<file path="config.mk">
export PLATFORM = sky130hd
export DESIGN_NAME = ram_axi_master
export DESIGN_NICKNAME = d
export VERILOG_FILES = /design/src/rtl/ram_axi_master.sv
export SDC_FILE = /design/constraint.sdc
export NUM_CORES = 1
export LEC_CHECK = 0
export CORE_MARGIN = 4
export CORE_UTILIZATION = 36
export DETAILED_ROUTE_END_ITERATION = 12
export PLACE_DENSITY = 0.84
export SKIP_CTS_REPAIR_TIMING = 1
export SLEW_MARGIN = 0
export SYNTH_ARGS = -nofsm -noshare
export SYNTH_HDL_FRONTEND = slang
export SYNTH_SLANG_ARGS = --single-unit
</file>
<file path="constraint.sdc">
create_clock -name clk_i -period 1.9 [get_ports clk_i]
set_input_delay 0.19 -clock clk_i [delete_from_list [all_inputs] [get_ports clk_i]]
set_output_delay 0.19 -clock clk_i [all_outputs]
set_load 0.01 [all_outputs]
</file>
<file path="src/rtl/ram_axi_master.sv">
// rtl/ram_axi_master.sv - single-beat AXI master bridging a simple RAM request port; optional response watchdog under RAM_AXI_MASTER_TIMEOUT_EN
module ram_axi_master #(
   parameter int TIMEOUT_CYCLES = 1024
) (
   input  logic        clk_i,
   input  logic        rst_i,

   input  logic [3:0]  inport_wr_i,
   input  logic        inport_rd_i,
   input  logic [31:0] inport_addr_i,
   input  logic [31:0] inport_write_data_i,
   output logic        inport_accept_o,
   output logic        inport_ack_o,
   output logic        inport_error_o,
   output logic [31:0] inport_read_data_o,

   output logic        axi_awvalid_o,
   output logic [31:0] axi_awaddr_o,
   output logic [7:0]  axi_awlen_o,
   output logic [1:0]  axi_awburst_o,
   input  logic        axi_awready_i,
   output logic        axi_wvalid_o,
   output logic [31:0] axi_wdata_o,
   output logic [3:0]  axi_wstrb_o,
   output logic        axi_wlast_o,
   input  logic        axi_wready_i,
   input  logic        axi_bvalid_i,
   input  logic [1:0]  axi_bresp_i,
   output logic        axi_bready_o,

   output logic        axi_arvalid_o,
   output logic [31:0] axi_araddr_o,
   output logic [7:0]  axi_arlen_o,
   output logic [1:0]  axi_arburst_o,
   input  logic        axi_arready_i,
   input  logic        axi_rvalid_i,
   input  logic [31:0] axi_rdata_i,
   input  logic [1:0]  axi_rresp_i,
   input  logic        axi_rlast_i,
   output logic        axi_rready_o
);

   typedef enum logic [2:0] {
      S_IDLE,
      S_WRITE,
      S_WRESP,
      S_READ,
      S_RDATA
   } state_t;

   state_t      state_q, state_d;
   logic        aw_done_q, aw_done_d;
   logic        w_done_q, w_done_d;
   logic        ack_q, ack_d;
   logic        err_q, err_d;
   logic        take_req;
   logic        rdata_load;
   logic [31:0] addr_q;
   logic [31:0] wdata_q;
   logic [3:0]  wstrb_q;
   logic [31:0] rdata_q;

   logic        aw_hs, w_hs, b_hs, ar_hs, r_hs, any_hs;

   // Single-beat INCR bursts only; the last-beat flag from the slave carries no information here
   wire unused_inputs = ^{axi_rlast_i, inport_addr_i[1:0]};

   assign inport_accept_o    = (state_q == S_IDLE);
   assign inport_ack_o       = ack_q;
   assign inport_error_o     = err_q;
   assign inport_read_data_o = rdata_q;

   assign axi_awvalid_o = (state_q == S_WRITE) && !aw_done_q;
   assign axi_wvalid_o  = (state_q == S_WRITE) && !w_done_q;
   assign axi_bready_o  = (state_q == S_WRESP);
   assign axi_arvalid_o = (state_q == S_READ);
   assign axi_rready_o  = (state_q == S_RDATA);

   // Address/data registers are only loaded in IDLE, so payloads stay frozen while any valid is up
   assign axi_awaddr_o  = addr_q;
   assign axi_araddr_o  = addr_q;
   assign axi_awlen_o   = 8'd0;
   assign axi_arlen_o   = 8'd0;
   assign axi_awburst_o = 2'b01;
   assign axi_arburst_o = 2'b01;
   assign axi_wdata_o   = wdata_q;
   assign axi_wstrb_o   = wstrb_q;
   assign axi_wlast_o   = 1'b1;

   assign aw_hs  = axi_awvalid_o && axi_awready_i;
   assign w_hs   = axi_wvalid_o  && axi_wready_i;
   assign b_hs   = axi_bready_o  && axi_bvalid_i;
   assign ar_hs  = axi_arvalid_o && axi_arready_i;
   assign r_hs   = axi_rready_o  && axi_rvalid_i;
   assign any_hs = aw_hs || w_hs || b_hs || ar_hs || r_hs;

`ifdef RAM_AXI_MASTER_TIMEOUT_EN
   localparam logic [31:0] TO_LAST = 32'(TIMEOUT_CYCLES - 1);

   logic [31:0] to_cnt_q;
   logic        timeout;

   assign timeout = (state_q != S_IDLE) && !any_hs && (to_cnt_q == TO_LAST);

   // Watchdog: counts cycles spent waiting, restarted by every handshake
   always_ff @(posedge clk_i) begin
      if (rst_i || (state_q == S_IDLE) || any_hs) begin
         to_cnt_q <= 32'd0;
      end else begin
         to_cnt_q <= to_cnt_q + 32'd1;
      end
   end
`else
   localparam int unused_timeout_cycles = TIMEOUT_CYCLES;
   wire unused_hs = any_hs;
`endif

   // Next-state logic: request acceptance, handshake tracking and completion
   always_comb begin
      state_d    = state_q;
      aw_done_d  = aw_done_q;
      w_done_d   = w_done_q;
      ack_d      = 1'b0;
      err_d      = 1'b0;
      take_req   = 1'b0;
      rdata_load = 1'b0;

      case (state_q)
         S_IDLE: begin
            // Write wins when both request types arrive together
            if (inport_wr_i != 4'd0) begin
               state_d   = S_WRITE;
               aw_done_d = 1'b0;
               w_done_d  = 1'b0;
               take_req  = 1'b1;
            end else if (inport_rd_i) begin
               state_d  = S_READ;
               take_req = 1'b1;
            end
         end
         S_WRITE: begin
            aw_done_d = aw_done_q || aw_hs;
            w_done_d  = w_done_q || w_hs;
            if (aw_done_d && w_done_d) begin
               state_d = S_WRESP;
            end
         end
         S_WRESP: begin
            if (b_hs) begin
               state_d = S_IDLE;
               ack_d   = 1'b1;
               err_d   = (axi_bresp_i != 2'b00);
            end
         end
         S_READ: begin
            if (ar_hs) begin
               state_d = S_RDATA;
            end
         end
         S_RDATA: begin
            if (r_hs) begin
               state_d    = S_IDLE;
               ack_d      = 1'b1;
               err_d      = (axi_rresp_i != 2'b00);
               rdata_load = 1'b1;
            end
         end
         default: begin
            state_d = S_IDLE;
         end
      endcase

`ifdef RAM_AXI_MASTER_TIMEOUT_EN
      if (timeout) begin
         state_d    = S_IDLE;
         ack_d      = 1'b1;
         err_d      = 1'b1;
         rdata_load = 1'b0;
      end
`endif
   end

   // State register and completion pulse
   always_ff @(posedge clk_i) begin
      if (rst_i) begin
         state_q   <= S_IDLE;
         aw_done_q <= 1'b0;
         w_done_q  <= 1'b0;
         ack_q     <= 1'b0;
         err_q     <= 1'b0;
      end else begin
         state_q   <= state_d;
         aw_done_q <= aw_done_d;
         w_done_q  <= w_done_d;
         ack_q     <= ack_d;
         err_q     <= err_d;
      end
   end

   // Request payload capture on acceptance; address is forced word-aligned
   always_ff @(posedge clk_i) begin
      if (rst_i) begin
         addr_q  <= 32'd0;
         wdata_q <= 32'd0;
         wstrb_q <= 4'd0;
      end else if (take_req) begin
         addr_q  <= {inport_addr_i[31:2], 2'b00};
         wdata_q <= inport_write_data_i;
         wstrb_q <= inport_wr_i;
      end
   end

   // Read data holds the last completed read; writes never touch it
   always_ff @(posedge clk_i) begin
      if (rst_i) begin
         rdata_q <= 32'd0;
      end else if (rdata_load) begin
         rdata_q <= axi_rdata_i;
      end
   end

endmodule
</file>
==> results.sh, run 1 <==
export IMPL_cp_max_fo=11
export IMPL_globalplace_congestion=0.748
export IMPL_grt_max_degree=57
export IMPL_grt_pass1_vias=3758
export IMPL_dieArea_um2=13400
export IMPL_rows=39
export IMPL_relSlewSlack_pct=58.8
export IMPL_layout_drive_gt1_share_pct=4.86
export IMPL_power_total_mw=6.70
export IMPL_syn_area_per_cell_um2=7.81
export IMPL_fin_tns_setup_ns=0
export IMPL_insertedDiodeCount=0
export IMPL_hpwl_um=9350
export IMPL_synth_fa_ha_area_share_pct=0
export IMPL_synth_area_mux_share_pct=0
export IMPL_ys_ff_latch=105
export IMPL_htreeDepth=3
export IMPL_syn_area_um2=4180
export IMPL_ir_drop_mv=0.866
export IMPL_yosys_area_share_xor_xnor_pct=0.210
export IMPL_num_vias=3969
export IMPL_die_h_um=116
export IMPL_core_area_um2=11400
export IMPL_remaining_drc_errors=0
export IMPL_grt_antenna_before_repair=0
export IMPL_die_w_um=116
export IMPL_p_leak_nw=2.60
export IMPL_yosysSeqAreaShare_pct=50.3
export IMPL_skew_ns=0.00514
export IMPL_rsz0062_at_grt="false"
export IMPL_area_growth_pct=62.2
export IMPL_final_cells=883
export IMPL_period_share_pct=94.5
export IMPL_worstSetupPathType="flip-flop to primary output"
export IMPL_layout_nets=851
export IMPL_fmax_mhz=557
export IMPL_status="finished clean"
export IMPL_place_port_buffers=245
export IMPL_num_io_pins=274
export IMPL_first_pass_iters=4
export IMPL_cts_root_buf="clkbuf_16"
export IMPL_cts_buffer_depth=2
export IMPL_clk_pin_slew_worst_paths_ns=0.07
export IMPL_viasPerCell=4.49
export IMPL_critical_path_required_ns=1.71
export IMPL_ant_nets=0
export IMPL_grtUsageTotal_pct=17.8
export IMPL_synth_compound_area_share_pct=14.4
export IMPL_insertion_delay_ns=0.34
export IMPL_max_cap_violations=0
export IMPL_cts_tree="yes"
export IMPL_synthDistinctLibCells=28
export IMPL_finalWirelength_um=12300
export IMPL_endpoint_kind="primary output"
export IMPL_hold_violations=0
export IMPL_synth_top_family_by_area="simple AND/OR/NAND/NOR gates"
export IMPL_hold_path_class="input pin to flip-flop"
export IMPL_syn_inst=535
export IMPL_report_final_slew_viol_count=0
export IMPL_ys_warn_count=0
export IMPL_drtIter0Drc=131
export IMPL_cts_sinks=105
export IMPL_layout_min_cycle_time_ns=1.80
export IMPL_tightest_slew_ns=0.618
export IMPL_power_density_nw_per_um2=989
export IMPL_synthSimpleGateAreaFrac_pct=20.5
export IMPL_grt_ovfl_total=0
export IMPL_grt_pass1_wl_um=18700
export IMPL_cts_buffers=9
export IMPL_start_kind="flip-flop"
export IMPL_wl_per_cell_um=13.9
export IMPL_start_util_pct=36.7
export IMPL_setup_violations=0
export IMPL_cp_arrival_ns=1.61
export IMPL_place_inst=869
[where the power goes]
part,internal [mW],switching (mW)
sequential,2.48,0.203
clock,1.00,0.749
combinational,1.22,1.05
[path summary, 6_finish.rpt]
check / from / end / slack, ns / cells after the start
setup / recovery: state_q[0]$_SDFFE_PP0P_ / axi_arvalid_o / 0.10 / 2
hold / removal: rst_i / aw_done_q$_SDFFE_PP0P_ / 0.35 / 2
setup reg to reg: state_q[2]$_SDFFE_PP0P_ / axi_araddr_o[6]$_SDFFE_PP0P_ / 0.45 / 6
hold reg to reg: inport_read_data_o[17]$_SDFFE_PP0P_ / inport_read_data_o[17]$_SDFFE_PP0P_ / 0.45 / 2
[cell usage after synthesis (all sizes together)]
master     n  area (um2)
nor3       2        21.3
dfxtp    105        2100
or4        1        11.3
o22ai      1        6.26
nor3b      1        7.51
a21o       2        15.0
conb       2        7.51
nand4      1        6.26
nand2    202         758
o21ai      4        23.8
a22oi      3        22.5
o211ai     1        7.51
o2111ai    1        8.76
buf       71         514
nor2       9        33.8
o21a       1        7.51
a2111oi    1        8.76
inv        3        11.3
a21oi    100         500
and3       2        12.5
xnor2      1        8.76
nand3      1        5.00
clkbuf    20        76.3
[final cells by class]
cell class                 instances  area [um2]
clock buffer                      12         236
timing repair buffer             260        2620
inverter                           3        11.3
sequential                       105        2110
fill                            1038        4590
clock inverter                     1        30.0
tap                              143         179
multi-input combinational        359        1590
[metrics by stage]
| stage | cell area (um2) | util [%] | setup WS (ns) | hold slack, ns |
|---|---|---|---|---|
| 5_1_grt | 6780 | 59.6 | 0.0263 | 0.368 |
| 4_1_cts | 6730 | 59.2 | -0.177 | 0.335 |
| 3_5_place_dp | 6460 | 56.9 | -0.0761 | 0.445 |
| 2_1_floorplan | 4260 | - | 0.384 | 0.326 |
| 6_report | 6780 | 59.6 | 0.104 | 0.353 |
| 3_3_place_gp | 6460 | 56.9 | -0.0274 | 0.440 |
[registers in the layout, indices dropped and copies added, names as in the netlist]
register            flops
axi_araddr_o           30
axi_wstrb_o             4
w_done_q                1
state_q                 3
inport_error_o          1
inport_ack_o            1
inport_read_data_o     32
aw_done_q               1
axi_wdata_o            32
[layout by cell type, fill, tap and decap left out, drive strengths merged, types with 3 or more instances in the layout]
cell,instances
clkdlybuf4s50,240
nand2,202
dfxtp,105
a21oi,100
conb,25
buf,16
clkbuf,12
nor2,9
dlymetal6s2s,4
o21ai,4
inv,3
a22oi,3
[layer usage]
metal / up-vias / track usage, % / share of wire, %
li1: 2035 / - / -
met1: 1786 / 20.0 / 39
met2: 133 / 30.9 / 51
met3: 15 / 6.95 / 8.6
met4: 0 / 6.11 / 1.8
met5: - / 0 / 0
[cells by family after synthesis]
family | Yosys count
other | 2
buffers and inverters | 94
xor gates and xnor gates | 1
AOI/OAI and AO/OA | 114
and+or+nand+nor | 219
DFF | 105
[worst max-delay path, stage by stage (launching register included)]
cell and delay [ns]:
dfxtp_2 0.47, and3_1 0.23, clkdlybuf4s50_1 0.56
(Power assumes the default switching activity.)
==> inputs of run 2 (changes only) <==
--- a/config.mk
+++ b/config.mk
@@ -5,9 +5,11 @@
 export SDC_FILE = /design/constraint.sdc
 export NUM_CORES = 1
 export LEC_CHECK = 0
+export CAP_MARGIN = 20
 export CORE_MARGIN = 4
 export CORE_UTILIZATION = 36
 export DETAILED_ROUTE_END_ITERATION = 12
+export GPL_TIMING_DRIVEN = 0
 export PLACE_DENSITY = 0.84
 export SKIP_CTS_REPAIR_TIMING = 1
 export SLEW_MARGIN = 0
==> results.sh, run 2 (synthesis gave the netlist of run 1 again) <==
export IMPL_layout_drive_gt1_share_pct=11.4
export IMPL_clk_pin_slew_worst_paths_ns=0.06
export IMPL_start_kind="flip-flop"
export IMPL_endpoint_kind="primary output"
export IMPL_report_final_slew_viol_count=0
export IMPL_remaining_drc_errors=0
export IMPL_cp_arrival_ns=1.76
export IMPL_period_share_pct=103
export IMPL_grt_antenna_before_repair=0
export IMPL_hold_path_class="input pin to flip-flop"
export IMPL_max_cap_violations=0
export IMPL_insertion_delay_ns=0.34
export IMPL_rsz0062_at_grt="true"
export IMPL_layout_min_cycle_time_ns=1.95
export IMPL_cts_buffers=9
export IMPL_fillerInstances=976
export IMPL_drtIter0Drc=170
export IMPL_cts_buffer_depth=2
export IMPL_viasPerCell=4.46
export IMPL_ant_nets=0
export IMPL_finalWirelength_um=13200
export IMPL_hpwl_um=10600
export IMPL_htreeDepth=3
export IMPL_setup_violations=2
export IMPL_die_w_um=116
export IMPL_cts_sinks=105
export IMPL_num_io_pins=274
export IMPL_layout_commonest_cell="clkdlybuf4s50_1"
export IMPL_ir_drop_mv=0.897
export IMPL_violations="negative setup slack"
export IMPL_globalplace_congestion=0.784
export IMPL_grt_max_degree=16
export IMPL_dieArea_um2=13400
export IMPL_grt_ovfl_total=0
export IMPL_place_ws_ns=-0.217
export IMPL_grt_pass1_vias=4022
export IMPL_critical_path_required_ns=1.71
export IMPL_fmax_mhz=512
export IMPL_start_util_pct=36.7
export IMPL_worstSetupPathType="flip-flop to primary output"
export IMPL_fin_tns_setup_ns=-0.0902
export IMPL_place_port_buffers=244
export IMPL_layout_nets=926
export IMPL_rrSetupSlack_ns=0.19
export IMPL_hold_violations=0
export IMPL_status="complete, but fails checks"
export IMPL_tightest_slew_ns=0.506
export IMPL_grt_pass1_wl_um=19800
export IMPL_cts_root_buf="clkbuf_16"
export IMPL_die_h_um=116
export IMPL_rows=39
export IMPL_grtUsageTotal_pct=18.9
export IMPL_layout_common_cells="clkdlybuf4s50_1 (240), nand2_1 (202), dfxtp_1 (104)"
export IMPL_holdWs_ns=0.323
export IMPL_timing_final_ws_setup_ns=-0.0537
export IMPL_insertedDiodeCount=0
export IMPL_wl_per_cell_um=13.8
export IMPL_first_pass_iters=4
export IMPL_core_area_um2=11400
export IMPL_num_vias=4276
export IMPL_cts_tree="yes"
export IMPL_area_growth_pct=71.9
export IMPL_power_density_nw_per_um2=949
export IMPL_skew_ns=0.00590
export IMPL_relSlewSlack_pct=66.3
export IMPL_cp_max_fo=10
export IMPL_p_leak_nw=2.89
run 2: changes by cell type in the layout (fill, tap and decap cells not counted), moves of 4 or more:
cell / before / now
buf_12: 4 / 0
buf_4: 12 / 62
buf_2: 0 / 5
clkbuf_1: 3 / 18
run 2: area by class of cell:
| type | count | area [um2] | share of cell area [%] |
|---|---|---|---|
| clock inverters | 4 | 22.5 | 0.314 |
| multi-input cells | 359 | 1570 | 21.8 |
| clock buffers | 10 | 229 | 3.19 |
| well taps | 143 | 179 | 2.49 |
| flip-flops and latches | 105 | 2100 | 29.3 |
| inverters | 3 | 11.3 | 0.157 |
| repair buffers | 245 | 2460 | 34.3 |
| plain buffers | 90 | 608 | 8.47 |
run 2: stage by stage:
step,cells,instance area (um2),power [mW],utilization [%]
6_report,959,7180,6.81,63.1
5_1_grt,959,7180,7.21,63.1
4_1_cts,959,7140,6.85,62.8
3_5_place_dp,945,6880,5.20,60.5
3_3_place_gp,945,6880,5.16,60.5
2_1_floorplan,558,4260,3.90,-
run 2: routing by layer:
metal / share of wire, % / GRT usage [%] / wire length (um)
met1: 38 / 20.6 / 5010
met2: 51 / 33.3 / 6770
met3: 8.4 / 7.10 / 1110
met4: 2.6 / 7.50 / 350
met5: 0 / 0 / 0
run 2: worst max-delay path, cell delays in order (launching register included):
cell and delay, ns:
dfxtp_1 0.30, buf_2 0.21, nor3b_2 0.28, clkdlybuf4s50_1 0.62
run 2: where the power goes:
| part | total [mW] | internal, mW | switching [mW] |
|---|---|---|---|
| logic | 2.54 | 1.38 | 1.16 |
| clock network | 1.63 | 0.867 | 0.765 |
| registers | 2.64 | 2.48 | 0.164 |
| total | 6.81 | 4.73 | 2.09 |
run 2: final timing paths:
kind / startpoint / endpoint / depth (start not counted)
worst max-delay path: state_q[1]$_SDFFE_PP0P_ / axi_bready_o / 3
worst min-delay path: rst_i / inport_error_o$_SDFF_PP0_ / 2
worst max register to register: state_q[0]$_SDFFE_PP0P_ / axi_araddr_o[10]$_SDFFE_PP0P_ / 8
worst min register to register: axi_wdata_o[8]$_SDFFE_PP0P_ / axi_wdata_o[8]$_SDFFE_PP0P_ / 2
